==> config.mk <==
export PLATFORM = sky130hd
export DESIGN_NAME = wb
export DESIGN_NICKNAME = d
export VERILOG_FILES = /design/src/rtl/rv32_pkg.sv /design/src/rtl/wb_result_mux.sv /design/src/rtl/wb.sv
export SDC_FILE = /design/constraint.sdc
export NUM_CORES = 1
export LEC_CHECK = 0
export CAP_MARGIN = 20
export CELL_PAD_IN_SITES_DETAIL_PLACEMENT = 0
export CELL_PAD_IN_SITES_GLOBAL_PLACEMENT = 1
export CORE_ASPECT_RATIO = 2
export CORE_MARGIN = 2
export CORE_UTILIZATION = 40
export DETAILED_ROUTE_END_ITERATION = 6
export DONT_BUFFER_PORTS = 1
export PLACE_DENSITY_LB_ADDON = 0.05
export SLEW_MARGIN = 20
export SYNTH_ARGS = -nofsm -noshare
export SYNTH_HDL_FRONTEND = slang
export SYNTH_SLANG_ARGS = --single-unit
export TNS_END_PERCENT = 50
==> constraint.sdc <==
create_clock -name clk -period 5.7 [get_ports clk]
set_input_delay 1.14 -clock clk [delete_from_list [all_inputs] [get_ports clk]]
set_output_delay 1.14 -clock clk [all_outputs]
set_load 0.1 [all_outputs]
==> src/rtl/rv32_pkg.sv <==
// Shared RV32I pipeline definitions: datapath width and the write-back
// result-select encodings used by the decode and write-back stages.
package rv32_pkg;

  localparam int XLEN = 32;

  localparam logic [1:0] RES_ALU = 2'b00;
  localparam logic [1:0] RES_MEM = 2'b01;
  localparam logic [1:0] RES_PC4 = 2'b10;

endpackage : rv32_pkg

==> src/rtl/wb_result_mux.sv <==
// Write-back result select: ALU result, load data or link address.
// Purely combinational; the reserved encoding yields zero.
module wb_result_mux
  import rv32_pkg::*;
#(
  parameter int W = XLEN
) (
  input  logic [1:0]   result_src,
  input  logic [W-1:0] alu_result,
  input  logic [W-1:0] mem_data,
  input  logic [W-1:0] pc_plus4,
  output logic [W-1:0] rd_data
);

  always_comb begin
    // NOTE: assign a default before the case so that no path leaves rd_data
    // unassigned, which would infer a latch.
    rd_data = '0;
    case (result_src)
      RES_ALU: rd_data = alu_result;
      RES_MEM: rd_data = mem_data;
      RES_PC4: rd_data = pc_plus4;
      default: rd_data = '0;
    endcase
  end

endmodule : wb_result_mux

==> src/rtl/wb.sv <==
// RV32I write-back stage: result select, register-file write port,
// one-entry bypass copy of the last committed write, retired-instruction counter.
module wb
  import rv32_pkg::*;
#(
  parameter int XLEN_P = XLEN,
  parameter int CNT_W  = 64
) (
  input  logic              clk,
  input  logic              rst,
  input  logic              valid,
  input  logic              reg_write,
  input  logic [4:0]        rd_addr,
  input  logic [1:0]        result_src,
  input  logic [XLEN_P-1:0] alu_result,
  input  logic [XLEN_P-1:0] mem_data,
  input  logic [XLEN_P-1:0] pc_plus4,
  output logic [XLEN_P-1:0] rd_data,
  output logic              rf_we,
  output logic [4:0]        rf_waddr,
  output logic [XLEN_P-1:0] rf_wdata,
  output logic              fwd_valid,
  output logic [4:0]        fwd_addr,
  output logic [XLEN_P-1:0] fwd_data,
  output logic [CNT_W-1:0]  instret
);

  localparam logic [CNT_W-1:0] CNT_ONE = {{(CNT_W-1){1'b0}}, 1'b1};

  logic              fwd_valid_q, fwd_valid_d;
  logic [4:0]        fwd_addr_q,  fwd_addr_d;
  logic [XLEN_P-1:0] fwd_data_q,  fwd_data_d;
  logic [CNT_W-1:0]  instret_q,   instret_d;

  wb_result_mux #(
    .W (XLEN_P)
  ) u_result_mux (
    .result_src (result_src),
    .alu_result (alu_result),
    .mem_data   (mem_data),
    .pc_plus4   (pc_plus4),
    .rd_data    (rd_data)
  );

  // x0 is hardwired to zero, so writes to it never reach the register file.
  assign rf_we    = valid & reg_write & (rd_addr != 5'd0);
  assign rf_waddr = rd_addr;
  assign rf_wdata = rd_data;

  always_comb begin
    fwd_valid_d = rf_we;
    fwd_addr_d  = fwd_addr_q;
    fwd_data_d  = fwd_data_q;
    instret_d   = instret_q;
    if (rf_we) begin
      fwd_addr_d = rd_addr;
      fwd_data_d = rd_data;
    end
    if (valid) begin
      instret_d = instret_q + CNT_ONE;
    end
  end

  // NOTE: sequential state is updated with non-blocking assignments only, so
  // every register samples its next-state value from before the edge.
  always_ff @(posedge clk) begin
    if (rst) begin
      fwd_valid_q <= 1'b0;
      fwd_addr_q  <= '0;
      fwd_data_q  <= '0;
      instret_q   <= '0;
    end else begin
      fwd_valid_q <= fwd_valid_d;
      fwd_addr_q  <= fwd_addr_d;
      fwd_data_q  <= fwd_data_d;
      instret_q   <= instret_d;
    end
  end

  assign fwd_valid = fwd_valid_q;
  assign fwd_addr  = fwd_addr_q;
  assign fwd_data  = fwd_data_q;
  assign instret   = instret_q;

endmodule : wb

==> results.yml, run 1 <==
status:
  outcome: "complete, but fails checks"
  violations: "DRC"
route:
  via_per_inst: 5.858
  routed_wl_um: 16640
  num_vias: 4780
  drc: 8
  first_pass_iters: 6
  avgRoutedWirePerCell_um: 20.40
  ant_nets: 0
  drt_iter0_drc: 149
floorplan:
  start_util_pct: 40.93
  boundaryPins: 279
  die_w_um: 85.76
  die_area_mm2: 0.01437
  coreArea_mm2: 0.01307
  die_h_um: 167.5
  rows: 59
clock_network:
  cts_resized: 0
  cts_made_buffers: 9
  path_clk_slew_ns: 0.07
  ctsLongestPathBuffers: 2
  cts_root_buffer: "clkbuf_16"
  post_cts_buffers: 0
  clock_latency_ns: 0.35
  htree_levels: 3
  cts_sinks: 102
  cts_tree: "yes"
  cts_hold_buf: 0
placed_design:
  port_buffers: 0
  dpl.cell_count: 800
  dpl.hpwl_um: 12820
  dpl_cell_area_mm2: 0.005828
  routabilityCongestion: 0.8413
  dp_slack_ns: 1.658
synth:
  yosysUniqueCellTypes: 38
  yosys_warnings: 0
  synth.avg_cell_area_um2: 7.934
  synth_flop_cell: "dfxtp_1"
  yosysTopAreaCell: "dfxtp_1"
  synthTopCellsByArea: "dfxtp_1 38%, nand2_1 9.2%, mux2i_1 6.2%"
  ys_seq_elements: 102
  synth_edf_count: 0
  yosys-top-cells-count: "131 x nand2_1, 102 x dfxtp_1, 59 x a21oi_1"
  netlist.area_leader.share_pct: 38.18
  syn_nets: 782
  netlist_area_mm2: 0.005348
  synth_async_sr_flop_share_pct: 0
  ys_seq_area_share_pct: 38.18
  yosysMostFrequentCell: "nand2_1"
  synthCells: 674
global_route:
  grt_pass1_wl_um: 25540
  antenna_found_initial: 0
  grt_remaining_overflow: 0
  grt_max_degree: 104
  grt_usage_pct: 22.71
  grt_pass1_vias: 4640
worst_setup_path:
  reg2reg_slack_ns: 2.11
  critPathMaxFanout: 33
  path_class: "input port to output port"
  crit_arrival_ns: 2.93
  reg2reg_to: "instret[60]"
  rr_worst_depth: 5
  critPathLaunchType: "input port"
  r2r_start: "instret[25]"
  end_kind: "output port"
  worstPathRequired_ns: 4.56
timing:
  setup_viol: 0
  finalCritPeriodShare_pct: 71.48
  rsz0062_at_grt: "no"
  slew_headroom_pct: 23.31
  fmax_mhz: 245.4
  setup_slack_ns: 1.626
  clock_skew_ns: 0.007975
  worstMarginPinSlew_ns: 1.149
  post-route-min-period_ns: 4.074
  slew_violations: 0
  hold_viol_final: 0
pwr:
  power_density_mw_per_mm2: 310.1
  p_leak_nw: 2.190
  max-vdd-ir-drop_v: 0.0001739
cells_and_area:
  final_layout_size_suffix_gt1_share_pct: 16.72
  antenna_cells: 0
  final_core_util_pct: 46.98
  finalInstanceArea_mm2: 0.006138
  area_growth_pct: 14.79
  fin_cells: 816
  nets: 767
min_path:
  min_path_cells: 3
  min-delay-path-class: "flip-flop to flip-flop"
  worst_hold_startpoint: "instret[53]"
  holdPathEnd: "instret[53]"
run:
  drv_cap: 0
## where the power goes
| group | total, mW | leakage [nW] | internal [mW] | switching [mW] |
|---|---|---|---|---|
| logic | 0.450 | 1.22 | 0.0701 | 0.380 |
| registers | 0.818 | 0.825 | 0.725 | 0.0926 |
| clock network | 0.635 | 0.145 | 0.355 | 0.281 |
## worst max-delay path: stages
cell,delay [ns]
nor2b_2,0.54
buf_4,0.34
nand2_1,0.12
o21ai_4,0.30
buf_4,0.45
## logic make-up (layout without fill, tap and decap cells)
family / count (synthesis) / count (layout) / synth area share (%)
compound gates: 119 / 119 / 11.68
xor+xnor: 38 / 38 / 6.224
fa+ha+maj: 1 / 1 / 0.2339
buf+inv: 78 / 68 / 8.165
flops: 102 / 102 / 38.18
mux: 33 / 33 / 6.177
simple gates: 303 / 303 / 29.34
## metrics by stage
step,power (mW),setup TNS [ns],hold WS (ns)
after floorplan,1.263,-3.004,0.8841
after CTS,1.924,0,0.7549
after detailed placement,1.286,0,0.7430
after global placement,1.284,0,0.7245
final,1.903,0,0.7521
after global routing,1.969,0,0.7866
## metal layers
metal / up-vias / global-route usage [%] / routed length, um
met3: 32 / 8.083 / 1479
li1: 2286 / - / -
met1: 2253 / 22.37 / 5593
met2: 209 / 42.12 / 9087
met5: - / 0 / 0
met4: 0 / 8.834 / 483
## state kept, by name, indices dropped and copies added, names as in the netlist
signal	count
fwd_valid	1
fwd_addr	5
instret	64
fwd_data	32
## worst max-delay path by stage
stage,startpoint,to,slack [ns]
2_1_floorplan,result_src[0],rf_wdata[26],-0.20
5_1_grt,result_src[1],rf_wdata[6],1.57
4_1_cts,result_src[1],rf_wdata[6],1.64
3_5_place_dp,result_src[1],rf_wdata[6],1.66
6_report,result_src[1],rf_wdata[6],1.63
3_3_place_gp,result_src[1],rf_wdata[6],1.68
## cells in the final DEF (no fill, tap or decap), drive strengths merged
master    Yosys  routed
nor2         54      54
a21oi        59      59
or2           1       1
mux2i        33      33
a32oi         2       2
and4          5       5
clkinvlp      0       2
and2          3       3
bufinv        0       1
clkbuf       29      10
or4           8       8
and3         12      12
o41ai         1       1
nand3b        1       1
nand3        21      21
nor3          7       7
buf          42      45
ha            1       1
o211ai        1       1
o31ai         6       6
dfxtp       102     102
inv           6       7
xnor2        11      11
nand4b        5       5
o21ai        50      50
or3          15      15
clkinv        1       3
nand2       131     131
nor4         12      12
xor2         27      27
nor2b         2       2
nand4        26      26
## layout make-up
type | count | area, um2
clock buffer | 10 | 239.0
clock inverter | 6 | 71.32
fill | 1332 | 6928
inverter | 7 | 26.28
multi-input combinational | 494 | 3232
sequential | 102 | 2042
tap | 152 | 190.2
timing repair buffer | 45 | 337.8
Power figures use the tool's default switching activity.
==> run 2, diff against run 1 <==
==> constraint.sdc (replaced) <==
create_clock -name clk -period 3.59 [get_ports clk]
set_input_delay 0.718 -clock clk [delete_from_list [all_inputs] [get_ports clk]]
set_output_delay 0.718 -clock clk [all_outputs]
set_load 0.1 [all_outputs]
==> run 2 against run 1 <==
Against the previous run: the run still ends with DRC left; sequential power increased by 59%; first-iteration DRC count increased by 44%; die area unchanged; routed wire length increased by 3.9%; global-route usage increased by 0.88 points; sequential share of layout area decreased by 2.9 points; critical path type unchanged; final cell count increased by 6.6%; worst hold slack got worse by 0.31 ns; register-to-register slack got worse by 1.3 ns; design area increased by 9.7%; worst setup slack got worse by 0.88 ns.
==> results.yml, run 2 (same netlist as run 1, synthesis figures left out) <==
status:
  outcome: "complete, but fails checks"
  violations: "DRC"
route:
  drc: 10
  ant_nets: 0
  via_per_inst: 5.698
  drt_iter0_drc: 214
  routed_wl_um: 17290
  first_pass_iters: 7
  num_vias: 4957
  avgRoutedWirePerCell_um: 19.87
clock_network:
  ctsLongestPathBuffers: 2
  cts_sinks: 102
  post_cts_buffers: 0
  path_clk_slew_ns: 0.07
  cts_made_buffers: 9
  clock_latency_ns: 0.34
  cts_root_buffer: "clkbuf_16"
  htree_levels: 3
  cts_tree: "yes"
  cts_resized: 0
  cts_hold_buf: 0
global_route:
  grt_pass1_wl_um: 26650
  antenna_found_initial: 0
  grt_pass1_vias: 4976
  grt_remaining_overflow: 0
  grt_max_degree: 104
  grt_usage_pct: 23.59
min_path:
  min-delay-path-class: "input port to flip-flop"
cells_and_area:
  largest_register_ffs: 64
  layout_common_cells: "131 x nand2_1, 102 x dfxtp_1, 83 x buf_4"
  area_growth_pct: 25.90
  final_common_cell: "nand2_1"
  final_core_util_pct: 51.53
  nets: 821
  final_layout_size_suffix_gt1_share_pct: 22.84
  fin_cells: 870
  antenna_cells: 0
run:
  drv_cap: 0
placed_design:
  dpl.cell_count: 854
  port_buffers: 0
  dp_slack_ns: 0.7692
  dpl.hpwl_um: 13650
  routabilityCongestion: 0.8564
floorplan:
  die_w_um: 85.76
  rows: 59
  die_area_mm2: 0.01437
  die_h_um: 167.5
  coreArea_mm2: 0.01307
  boundaryPins: 279
  start_util_pct: 40.93
timing:
  fmax_mhz: 351.4
  post-route-min-period_ns: 2.846
  worstMarginPinSlew_ns: 1.088
  clock_skew_ns: 0.009236
  hold_viol_final: 0
  finalCritPeriodShare_pct: 79.26
  setup_viol: 0
  slew_headroom_pct: 27.39
  setup_slack_ns: 0.7444
  rsz0062_at_grt: "no"
  slew_violations: 0
pwr:
  max-vdd-ir-drop_v: 0.0002352
  comb_power_share_pct: 24.9
  clkPwrFrac_pct: 32.6
  p_int_mw: 1.865
  switchingPower_mw: 1.193
  power_density_mw_per_mm2: 454.2
  p_leak_nw: 2.546
  power_switching_share_pct: 39.02
  pwr-share-seq_pct: 42.5
worst_setup_path:
  critPathLaunchType: "input port"
  end_kind: "output port"
  path_class: "input port to output port"
  worstPathRequired_ns: 2.87
  crit_arrival_ns: 2.13
  critPathMaxFanout: 33
run 2: layer usage:
metal	vias to the layer above	global-route usage, %	share of wire [%]
li1	2389	-	-
met1	2342	20.45	31
met2	198	46.67	58
met3	28	7.196	7.8
met4	0	11.18	3.7
met5	-	0	0
run 2: through the flow:
step / hold WS (ns) / area, um2 / power [mW] / TNS (ns)
6_report: 0.4468 / 6733 / 3.058 / 0
5_1_grt: 0.4305 / 6733 / 3.160 / 0
4_1_cts: 0.4286 / 6733 / 3.086 / 0
3_5_place_dp: 0.5191 / 6434 / 2.092 / 0
3_3_place_gp: 0.5057 / 6434 / 2.087 / 0
2_1_floorplan: 0.8540 / 5685 / 2.056 / -0.004938
run 2: cell type report:
cell class	instances	area [um2]
clock buffers	11	242.7
clock inverters	5	56.30
fillers	1292	6334
inverters	7	26.28
multi-input cells	494	3232
flip-flops and latches	102	2042
well taps	152	190.2
repair buffers	99	943.4
run 2: worst paths after layout:
kind	from	cells after the start	slack [ns]	end
worst min register to register	instret[55]	2	0.53	instret[55]
worst max register to register	instret[26]	7	0.84	instret[38]
worst min-delay path	rst	1	0.45	instret[52]
worst max-delay path	result_src[1]	5	0.74	rf_wdata[7]
run 2: critical path: stages:
cell	delay (ns)
nor2b_2	0.39
buf_4	0.29
nand2_1	0.12
o21ai_4	0.31
buf_12	0.26
run 2: power groups by stage:
stage	registers [mW]	clock network [mW]	logic [mW]
floorplan	1.34	0	0.719
global placement	1.33	0	0.761
detailed placement	1.33	0	0.766
CTS	1.30	1.02	0.766
global route	1.30	1.08	0.782
finish	1.30	0.996	0.763
==> run 3, diff against run 2 <==
==> constraint.sdc (replaced) <==
create_clock -name clk -period 2.45 [get_ports clk]
set_input_delay 0.49 -clock clk [delete_from_list [all_inputs] [get_ports clk]]
set_output_delay 0.49 -clock clk [all_outputs]
set_load 0.1 [all_outputs]
==> run 3 against run 2 <==
Against the previous run: the flow still finishes with violations (DRC); core utilization is 5.8 points higher; design area grew 11%; clock power is 47% higher; first-iteration DRC count decreased by 17%; critical endpoint is now instret[51]; via count up 4.2%; critical path depth unchanged; non-clock buffer count up 60; combinational power grew 95%.
==> results.yml, run 3 (same netlist as run 1, synthesis figures left out) <==
status:
  outcome: "complete, but fails checks"
  violations: "DRC"
placed_design:
  dp_slack_ns: 0.2216
  routabilityCongestion: 0.9384
  dpl_cell_area_mm2: 0.007182
  dpl.cell_count: 914
  dpl.hpwl_um: 13930
  port_buffers: 0
global_route:
  grt_remaining_overflow: 0
  grt_usage_pct: 24.21
  grt_pass1_vias: 5349
  grt_max_degree: 104
  grt_pass1_wl_um: 27500
  antenna_found_initial: 1
cells_and_area:
  final_layout_size_suffix_gt1_share_pct: 32.26
  nets: 881
  fin_cells: 931
  finalInstanceArea_mm2: 0.007486
  area_growth_pct: 39.99
  largest_register_ffs: 64
  layout_common_cells: "131 x nand2_1, 122 x buf_4, 74 x dfxtp_1"
  final_common_cell: "nand2_1"
  fill_cells: 1228
timing:
  clock_skew_ns: 0.01020
  setup_slack_ns: 0.2338
  rsz0062_at_grt: "no"
  slew_headroom_pct: 31.01
  setup_viol: 0
  slew_violations: 0
  fmax_mhz: 451.2
  worstMarginPinSlew_ns: 1.033
  finalCritPeriodShare_pct: 90.46
  hold_viol_final: 0
  post-route-min-period_ns: 2.216
worst_setup_path:
  r2r_start: "instret[8]"
  end_kind: "flip-flop"
  rr_worst_depth: 5
  worstPathRequired_ns: 2.73
  crit_arrival_ns: 2.49
  critPathMaxFanout: 9
  path_class: "flip-flop to flip-flop"
  critPathLaunchType: "flip-flop"
  reg2reg_to: "instret[51]"
  reg2reg_slack_ns: 0.23
clock_network:
  cts_resized: 0
  path_clk_slew_ns: 0.07
  htree_levels: 3
  post_cts_buffers: 0
  clock_latency_ns: 0.34
  cts_tree: "yes"
  ctsLongestPathBuffers: 2
  cts_hold_buf: 0
  cts_root_buffer: "clkbuf_16"
  cts_sinks: 102
  cts_made_buffers: 9
route:
  dr_wl_met2_um: 9993
  routed_wl_um: 17640
  via_per_inst: 5.549
  dr_wl_met3_um: 1428
  wl_met1_um: 5751
  avgRoutedWirePerCell_um: 18.95
  top_layer: "met4"
  first_pass_iters: 7
  ant_nets: 0
  drc: 9
  num_vias: 5166
  drt_iter0_drc: 178
floorplan:
  die_w_um: 85.76
  start_util_pct: 40.93
  rows: 59
  die_area_mm2: 0.01437
  coreArea_mm2: 0.01307
  die_h_um: 167.5
  boundaryPins: 279
min_path:
  min_path_cells: 1
  holdPathEnd: "instret[46]"
  min-delay-path-class: "input port to flip-flop"
  worst_hold_startpoint: "rst"
pwr:
  power_density_mw_per_mm2: 620.7
  max-vdd-ir-drop_v: 0.0003702
  p_leak_nw: 2.960
run:
  drv_cap: 0
-- run 3: worst max path at each step --
stage / start / to / cells past startpoint
after CTS: instret[8] / instret[51] / 5
after global placement: rd_addr[0] / fwd_data[9] / 6
after detailed placement: valid / instret[58] / 6
after global routing: instret[8] / instret[43] / 5
after floorplan: instret[23] / instret[63] / 5
final: instret[8] / instret[51] / 5
-- run 3: area by class of cell --
cell class / instances / area [um2] / area share, %
diodes: 1 / 2.502 / 0.03343
clock buffers: 12 / 246.5 / 3.293
clock inverters: 4 / 55.05 / 0.7354
inverters: 7 / 26.28 / 0.3510
multi-input cells: 494 / 3232 / 43.17
flip-flops and latches: 102 / 2077 / 27.75
well taps: 152 / 190.2 / 2.541
repair buffers: 159 / 1657 / 22.13
-- run 3: metrics by stage --
step	power, mW	hold slack [ns]	util [%]	setup TNS [ns]
floorplan	3.149	0.6260	-	-2.866
global placement	3.224	0.4391	54.96	0
detailed placement	3.231	0.4512	54.96	0
CTS	4.698	0.1898	57.27	0
global route	4.797	0.1909	57.29	0
finish	4.646	0.2032	57.29	0
-- run 3: per-layer routing --
metal | GRT usage (%) | up-vias
met5 | 0 | -
met4 | 8.420 | 0
met3 | 7.787 | 25
met2 | 47.45 | 215
met1 | 22.49 | 2422
li1 | - | 2504
-- run 3: worst max-delay path, cell delays in order, from the launching register on --
cell,delay [ns]
dfxtp_1,0.37
nand4_4,0.20
nor4_4,0.55
nand4b_1,0.43
or3_1,0.45
a21oi_1,0.15
-- run 3: where the power goes --
part / internal (mW) / leakage, nW / switching (mW) / total (mW)
combinational: 0.356 / 1.98 / 1.13 / 1.49
sequential: 1.69 / 0.840 / 0.0104 / 1.70
clock: 0.827 / 0.143 / 0.634 / 1.46
